===== config.mk =====
export PLATFORM = sky130hd
export DESIGN_NAME = tt_conn_tester
export DESIGN_NICKNAME = d
export VERILOG_FILES = /design/src/rtl/tt_conn_tester.sv
export SDC_FILE = /design/constraint.sdc
export NUM_CORES = 1
export LEC_CHECK = 0
export CORE_MARGIN = 4
export CORE_UTILIZATION = 40
export CTS_CLUSTER_SIZE = 16
export DETAILED_ROUTE_END_ITERATION = 12
export PLACE_DENSITY = 0.65
export SLEW_MARGIN = 20
export SYNTH_ARGS = -nofsm -noshare
export SYNTH_HDL_FRONTEND = slang
export SYNTH_SLANG_ARGS = --single-unit

===== constraint.sdc =====
create_clock -name clk -period 3.25 [get_ports clk]
set_clock_uncertainty 0.15 [all_clocks]
set_input_delay 0.4875 -clock clk [delete_from_list [all_inputs] [get_ports clk]]
set_output_delay 0.4875 -clock clk [all_outputs]
set_load 0.02 [all_outputs]

===== src/rtl/tt_conn_tester.sv =====
// Harness-side connectivity tester: drives a loopback user design through the mux,
// walks 36 vectors across ui_in and uio_in, and records pass/fail, error count and first failure.
module tt_conn_tester #(
  parameter int LATENCY    = 2,
  parameter int RST_CYCLES = 4
) (
  input  logic       clk,
  input  logic       rst,
  input  logic       start,
  output logic [7:0] ui_in_drv,
  output logic [7:0] uio_in_drv,
  output logic       dut_rst_n,
  output logic       dut_ena,
  input  logic [7:0] uo_out_obs,
  input  logic [7:0] uio_oe_obs,
  output logic       busy,
  output logic       done,
  output logic       pass,
  output logic [7:0] err_count,
  output logic [5:0] first_fail_idx,
  output logic [7:0] first_fail_obs,
  output logic [1:0] state_dbg
);

  typedef enum logic [1:0] {
    IDLE    = 2'd0,
    DUT_RST = 2'd1,
    APPLY   = 2'd2,
    DONE    = 2'd3
  } state_t;

  localparam logic [3:0] RST_LAST = 4'(RST_CYCLES);
  localparam logic [3:0] LAT_LAST = 4'(LATENCY);
  localparam logic [5:0] VEC_LAST = 6'd35;

  state_t     state, state_nxt;
  logic [3:0] cyc_cnt;
  logic [5:0] vec_idx;
  logic       rst_last;
  logic       cmp_now;
  logic       last_vec;
  logic       vec_err;
  logic       err_hit;

  // P(j): walking one, walking zero, all-zero, all-one.
  function automatic logic [7:0] vec_pat(input logic [4:0] j);
    logic [7:0] p;
    if (j < 5'd8)       p = 8'h01 << j[2:0];
    else if (j < 5'd16) p = ~(8'h01 << j[2:0]);
    else if (j == 5'd16) p = 8'h00;
    else                p = 8'hFF;
    return p;
  endfunction

  // Returns {ui_in, uio_in} for vector k: phase A exercises ui_in, phase B uio_in.
  function automatic logic [15:0] vec_drives(input logic [5:0] k);
    logic [5:0]  kb;
    logic [15:0] d;
    kb = k - 6'd18;
    if (k < 6'd18) d = {vec_pat(k[4:0]), 8'h00};
    else           d = {8'h00, vec_pat(kb[4:0])};
    return d;
  endfunction

  assign rst_last  = (state == DUT_RST) && (cyc_cnt == RST_LAST);
  assign cmp_now   = (state == APPLY) && (cyc_cnt == LAT_LAST);
  assign last_vec  = (vec_idx == VEC_LAST);
  assign vec_err   = (uo_out_obs != (ui_in_drv | uio_in_drv)) || (uio_oe_obs != 8'h00);
  assign err_hit   = cmp_now && vec_err;
  assign state_dbg = state;

  always_comb begin
    state_nxt = state;
    case (state)
      IDLE, DONE: if (start) state_nxt = DUT_RST;
      DUT_RST:    if (rst_last) state_nxt = APPLY;
      APPLY:      if (cmp_now && last_vec) state_nxt = DONE;
      default:    state_nxt = IDLE;
    endcase
  end

  always_ff @(posedge clk) begin
    if (rst) begin
      state          <= IDLE;
      cyc_cnt        <= '0;
      vec_idx        <= '0;
      ui_in_drv      <= '0;
      uio_in_drv     <= '0;
      dut_rst_n      <= 1'b1;
      dut_ena        <= 1'b0;
      busy           <= 1'b0;
      done           <= 1'b0;
      pass           <= 1'b0;
      err_count      <= '0;
      first_fail_idx <= '0;
      first_fail_obs <= '0;
    end else begin
      state <= state_nxt;
      case (state)
        IDLE, DONE: begin
          // dut_rst_n falls on the following edge, so the entry cycle accounts for the leading 1
          // in the run length and the DUT sees exactly RST_CYCLES of reset.
          if (start) begin
            busy           <= 1'b1;
            dut_ena        <= 1'b1;
            done           <= 1'b0;
            pass           <= 1'b0;
            err_count      <= '0;
            first_fail_idx <= '0;
            first_fail_obs <= '0;
            cyc_cnt        <= '0;
            vec_idx        <= '0;
          end
        end
        DUT_RST: begin
          if (rst_last) begin
            dut_rst_n                <= 1'b1;
            cyc_cnt                  <= '0;
            vec_idx                  <= '0;
            {ui_in_drv, uio_in_drv}  <= vec_drives(6'd0);
          end else begin
            dut_rst_n <= 1'b0;
            cyc_cnt   <= cyc_cnt + 4'd1;
          end
        end
        APPLY: begin
          if (cmp_now) begin
            if (err_hit) begin
              if (err_count != 8'hFF) err_count <= err_count + 8'd1;
              if (err_count == 8'h00) begin
                first_fail_idx <= vec_idx;
                first_fail_obs <= uo_out_obs;
              end
            end
            cyc_cnt <= '0;
            if (last_vec) begin
              busy       <= 1'b0;
              dut_ena    <= 1'b0;
              done       <= 1'b1;
              pass       <= (err_count == 8'h00) && !vec_err;
              ui_in_drv  <= '0;
              uio_in_drv <= '0;
            end else begin
              vec_idx                 <= vec_idx + 6'd1;
              {ui_in_drv, uio_in_drv} <= vec_drives(vec_idx + 6'd1);
            end
          end else begin
            cyc_cnt <= cyc_cnt + 4'd1;
          end
        end
        default: ;
      endcase
    end
  end

endmodule

Yosys cells after proc, flatten, opt, wreduce, memory -nomap -nowiden. Index checks and enable logic that the tools add are counted.

Memories kept: 0. ROM bits: 0. Input port bits: 19. Bits in latches: 0. Bits in writable memories: 0. Flip-flop bits (word level): 54. Output and inout bits: 45.

Eq/ne operators: 19. Bitwise operators: 3. Reduce and logical (&&, ||, !) cells: 19. Shifts and indexed selects: 2. Multiply operators: 0. Magnitude comparators: 5. Divide/modulo/power cells: 0. Add/subtract/negate cells: 4. Multiplexer cells: 53.

Operators with widths (number): 8-bit two-way mux (19); 8-bit case mux with 2 select lines (4); 6-bit two-way mux (7); 6-bit case mux with 3 select lines (1); 16-bit two-way mux (1); 8-bit NOT (2); 1-bit by 3-bit left shift with 8-bit output, first input constant (2); 4-bit two-way mux (3); 2-bit inequality test, second input constant (6); 4-bit case mux with 3 select lines (1); 6-bit case mux with 2 select lines (1); 5-bit == test, second input constant (2); 5-bit by 4-bit < comparator with 1-bit output, second input constant (2); 5-bit < comparator, second input constant (2); 5-bit AND reduction (2); 1-bit two-way mux (9); 8-bit by 1-bit adder with 8-bit output, second input constant (1); 8-bit logical NOT (1); 8-bit inequality test (1); 8-bit inequality test, second input constant (1); 8-bit OR (1); 4-bit AND reduction (2); 8-bit nonzero test (1); 6-bit by 1-bit adder with 6-bit output, second input constant (1); other kinds (19) (32).

Depth between registers and ports, before layout. Gate-level depths: netlist (run 1).

Word-level depth: 10. Depth in mapped cells: 10. Mapped depth without buffers: 9.

Least setup slack after synthesis (run 1). Ideal clock, no wire load.

Kind: reg2reg. From: reg vec_idx[1]. To: reg uio_in_drv[7]. Arrival: 2447 ps. Setup slack: 571 ps. Cell stages (with the launch flop): 10. Cell sequence: dfxtp_1 > ha_1 > xor2_1 > inv_1 > ha_1 > xnor3_1 > or2_0 > a21oi_1 > o21ai_1 > o221ai_1.

Longest elaborated chain between the ends: 10. Elaborated cells between the ends (all ways): 16. Those cells by class: add/sub (2); order compare (3); eq/ne (2); shift (1); mux (7); bitwise (1).

RTL lines: start: declaration (line 38) `logic [5:0] vec_idx;`; start signal: assignment (line 144) `vec_idx <= vec_idx + 6'd1;`; branches (longest 7 deep; another with 6-bit by 1-bit adder with 6-bit output); 8-bit two-way mux (*) (line 136) `if (last_vec) begin`; 8-bit two-way mux (*) (line 127) `if (cmp_now) begin`; 8-bit case mux with 2 select lines (*) (line 99) `case (state)`; end signal: assignment (line 120) `{ui_in_drv, uio_in_drv} <= vec_drives(6'd0);`; end signal: assignment (line 145) `{ui_in_drv, uio_in_drv} <= vec_drives(vec_idx + 6'd1);`; end: declaration (line 11) `output logic [7:0] uio_in_drv,`.

Mark *: on every way between the ends. The select of a mux whose other input is x is not followed. A chain may end at the register's enable or synchronous reset.

Worst setup path after layout (run 1).
From: reg vec_idx[1]. To: reg uio_in_drv[2].

The elaborated chain is that of the path after synthesis.

==> results.sh, run 1 <==
export IMPL_status="finished, final reports clean"
export IMPL_synth_async_reset_ratio_pct=0
export IMPL_synth_largest_area_cell="dfxtp_1"
export IMPL_cts_setup_buffers=0
export IMPL_fin_nets=442
export IMPL_worstPathMaxFanout=9
export IMPL_synth_seq_area_share_pct=36.0
export IMPL_grt_max_degree=21
export IMPL_drt_initial_drc_count=117
export IMPL_avgViaCountPerCell=5.37
export IMPL_p_per_area_nw_per_um2=476
export IMPL_synth_compound_area_share_pct=20.9
export IMPL_syn_inst=346
export IMPL_firstDrtPassIters=7
export IMPL_drc_errors=0
export IMPL_min_path_type="reg -> reg"
export IMPL_synth_most_common_cell="dfxtp_1"
export IMPL_post_route_period_util_pct=91.3
export IMPL_clk_latency_ns=0.30
export IMPL_synth_ff_type="dfxtp_1"
export IMPL_worst_pin_slew_ns=1.00
export IMPL_synthSimpleGateAreaFrac_pct=23.5
export IMPL_synthTopCellsByCount="54 x dfxtp_1, 37 x nand2_1, 26 x nor2_1"
export IMPL_first_global_vias=2583
export IMPL_core_area_um2=7290
export IMPL_routed_wirelength_um=7710
export IMPL_critPathArrivalTime_ns=3.04
export IMPL_synth_seq_cells=54
export IMPL_rsz0062_at_grt="no"
export IMPL_gp_congestion=0.856
export IMPL_yosys_top_cells_area="dfxtp_1 36%, ha_1 6.7%, a22o_1 6.1%, nand2_1 4.6%, xnor2_1 3.8%"
export IMPL_hold_viol=0
export IMPL_worstSetupEndpointType="flop"
export IMPL_initial_core_util_pct=41.2
export IMPL_synth_edff_count=0
export IMPL_place_hpwl_um=5790
export IMPL_htree_levels=2
export IMPL_total_power_mw=1.83
export IMPL_cts_sinks=54
export IMPL_avgSynthCellArea_um2=8.69
export IMPL_die_area_um2=8970
export IMPL_max_freq_ghz=0.337
export IMPL_yosysUniqueCellTypes=59
export IMPL_clkTransAtPathRegs_ns=0.10
export IMPL_io_buffers=63
export IMPL_via_count=2725
export IMPL_final_max_slew_viol_count=0
export IMPL_cts_root_buffer="clkbuf_8"
export IMPL_synth_top_family_by_area="simple AND/OR/NAND/NOR gates"
export IMPL_antenna_left=0
export IMPL_synthAdderAreaFrac_pct=6.66
export IMPL_peakVddDrop_mv=0.369
export IMPL_grt_overflow_total=0
export IMPL_synthMuxAreaShare_pct=1.79
export IMPL_synth_xor_area_share_pct=6.33
export IMPL_grt_pass1_wl_um=12700
export IMPL_layoutNonFillerInstCount=507
export IMPL_relSlewSlack_pct=32.8
export IMPL_place_inst=499
export IMPL_io_pins=64
export IMPL_drv_cap=0
export IMPL_fin_setup_tns_ns=0
export IMPL_grt_usage_pct=17.7
export IMPL_synth_top_area_share_pct=36.0
export IMPL_finalCriticalPeriod_ns=2.97
export IMPL_syn2layout_area_growth_pct=27.7
export IMPL_row_count=31
export IMPL_cp_start_kind="flop"
export IMPL_routedWlPerCell_um=15.2
export IMPL_syn_area_um2=3010
export IMPL_crit_type="reg -> reg"
export IMPL_worstPathRequired_ns=3.32
export IMPL_fin_hold_ws_ns=0.327
export IMPL_cts_buffer_depth=2
export IMPL_syn_nets=381
export IMPL_numCtsBuffers=5
export IMPL_drive_gt1_share_pct=5.64
export IMPL_die_y_um=94.7
export IMPL_cts_tree="done"
export IMPL_ys_warnings_count=0
export IMPL_die_w_um=94.7
export IMPL_p_leak_nw=1.39
export IMPL_antenna_found_initial=0
export IMPL_diodes=0
export IMPL_setup_violations_final=0
per-stage QoR:
step	setup slack, ns	cell area, um2	util (%)
floorplan	0.571	3010	-
global placement	0.342	3730	51.1
detailed placement	0.187	3730	51.1
CTS	0.170	3830	52.6
global route	0.0312	3840	52.6
finish	0.283	3840	52.6
metal layers:
layer  GRT usage (%)  part of all wire, %  up-vias
met5               0                    0        -
met4            5.05                  1.3        0
met3            3.82                  7.4       11
met2            28.2                   45       79
met1            24.0                   46     1261
li1                -                    -     1374
flip-flops by register name (all words and copies together), names as in the netlist, 2 cells and up:
name            flops
ui_in_drv           8
first_fail_obs      8
vec_idx             6
first_fail_idx      6
err_count           8
cyc_cnt             4
state_dbg           2
uio_in_drv          8
critical path, stage by stage (launching register included):
cell      delay (ns)
dfxtp_1         0.48
ha_2            0.31
xor2_1          0.33
inv_1           0.21
ha_1            0.26
xnor3_1         0.36
or2_0           0.23
a21oi_1         0.17
o21ai_2         0.14
o221ai_1        0.24
kinds of logic after synthesis:
group	Yosys count
AOI/OAI and AO/OA	85
xor gates and xnor gates	18
adders and majority gates	16
buffers and inverters	34
DFF	54
muxes	5
and+or+nand+nor	134
final cells by class:
type / instances / area, um2
Inverter: 20 / 75.1
Clock inverter: 1 / 30.0
Sequential cell: 54 / 1080
Fill cell: 726 / 3450
Tap cell: 99 / 124
Timing Repair Buffer: 68 / 668
Multi-Input combinational cell: 258 / 1780
Clock buffer: 7 / 76.3
placed cells by master, fill, tap and decap left out, types with 6 or more instances in the layout:
| cell type | instances |
|---|---|
| a21oi_1 | 20 |
| a22o_1 | 21 |
| clkdlybuf4s50_1 | 63 |
| dfxtp_1 | 54 |
| ha_1 | 15 |
| inv_1 | 20 |
| nand2_1 | 37 |
| nand3_1 | 6 |
| nand3b_1 | 6 |
| nor2_1 | 26 |
| nor3_1 | 17 |
| o21ai_0 | 6 |
| o221ai_1 | 8 |
| xnor2_1 | 13 |
repair_timing:
| item | CTS | global route |
|---|---|---|
| resized for setup | 0 | 2 |
| setup endpoints to repair | 0 | 8 |
| hold buffers | 0 | 0 |
where the power goes:
| part | leakage, nW | switching, mW | total (mW) | internal [mW] |
|---|---|---|---|---|
| sequential | 0.436 | 0.0205 | 0.710 | 0.689 |
| combinational | 0.904 | 0.414 | 0.672 | 0.258 |
| clock | 0.0524 | 0.216 | 0.447 | 0.231 |
| total | 1.39 | 0.650 | 1.83 | 1.18 |
worst paths after layout:
check                                start            end  slack (ns)  cells past startpoint
worst max-delay path            vec_idx[1]  uio_in_drv[2]        0.28                      9
worst min-delay path                  pass           pass        0.33                      2
worst max register to register  vec_idx[1]  uio_in_drv[2]        0.28                      9
worst min register to register        pass           pass        0.33                      2
No activity file was read; power rests on OpenSTA's default activity.
==> run 2: changes to the inputs <==
Settings changed: CTS_CLUSTER_SIZE 16 to default.
==> results of run 2 <==
The final DEF is identical to that of run 1; final timing and power are the same.
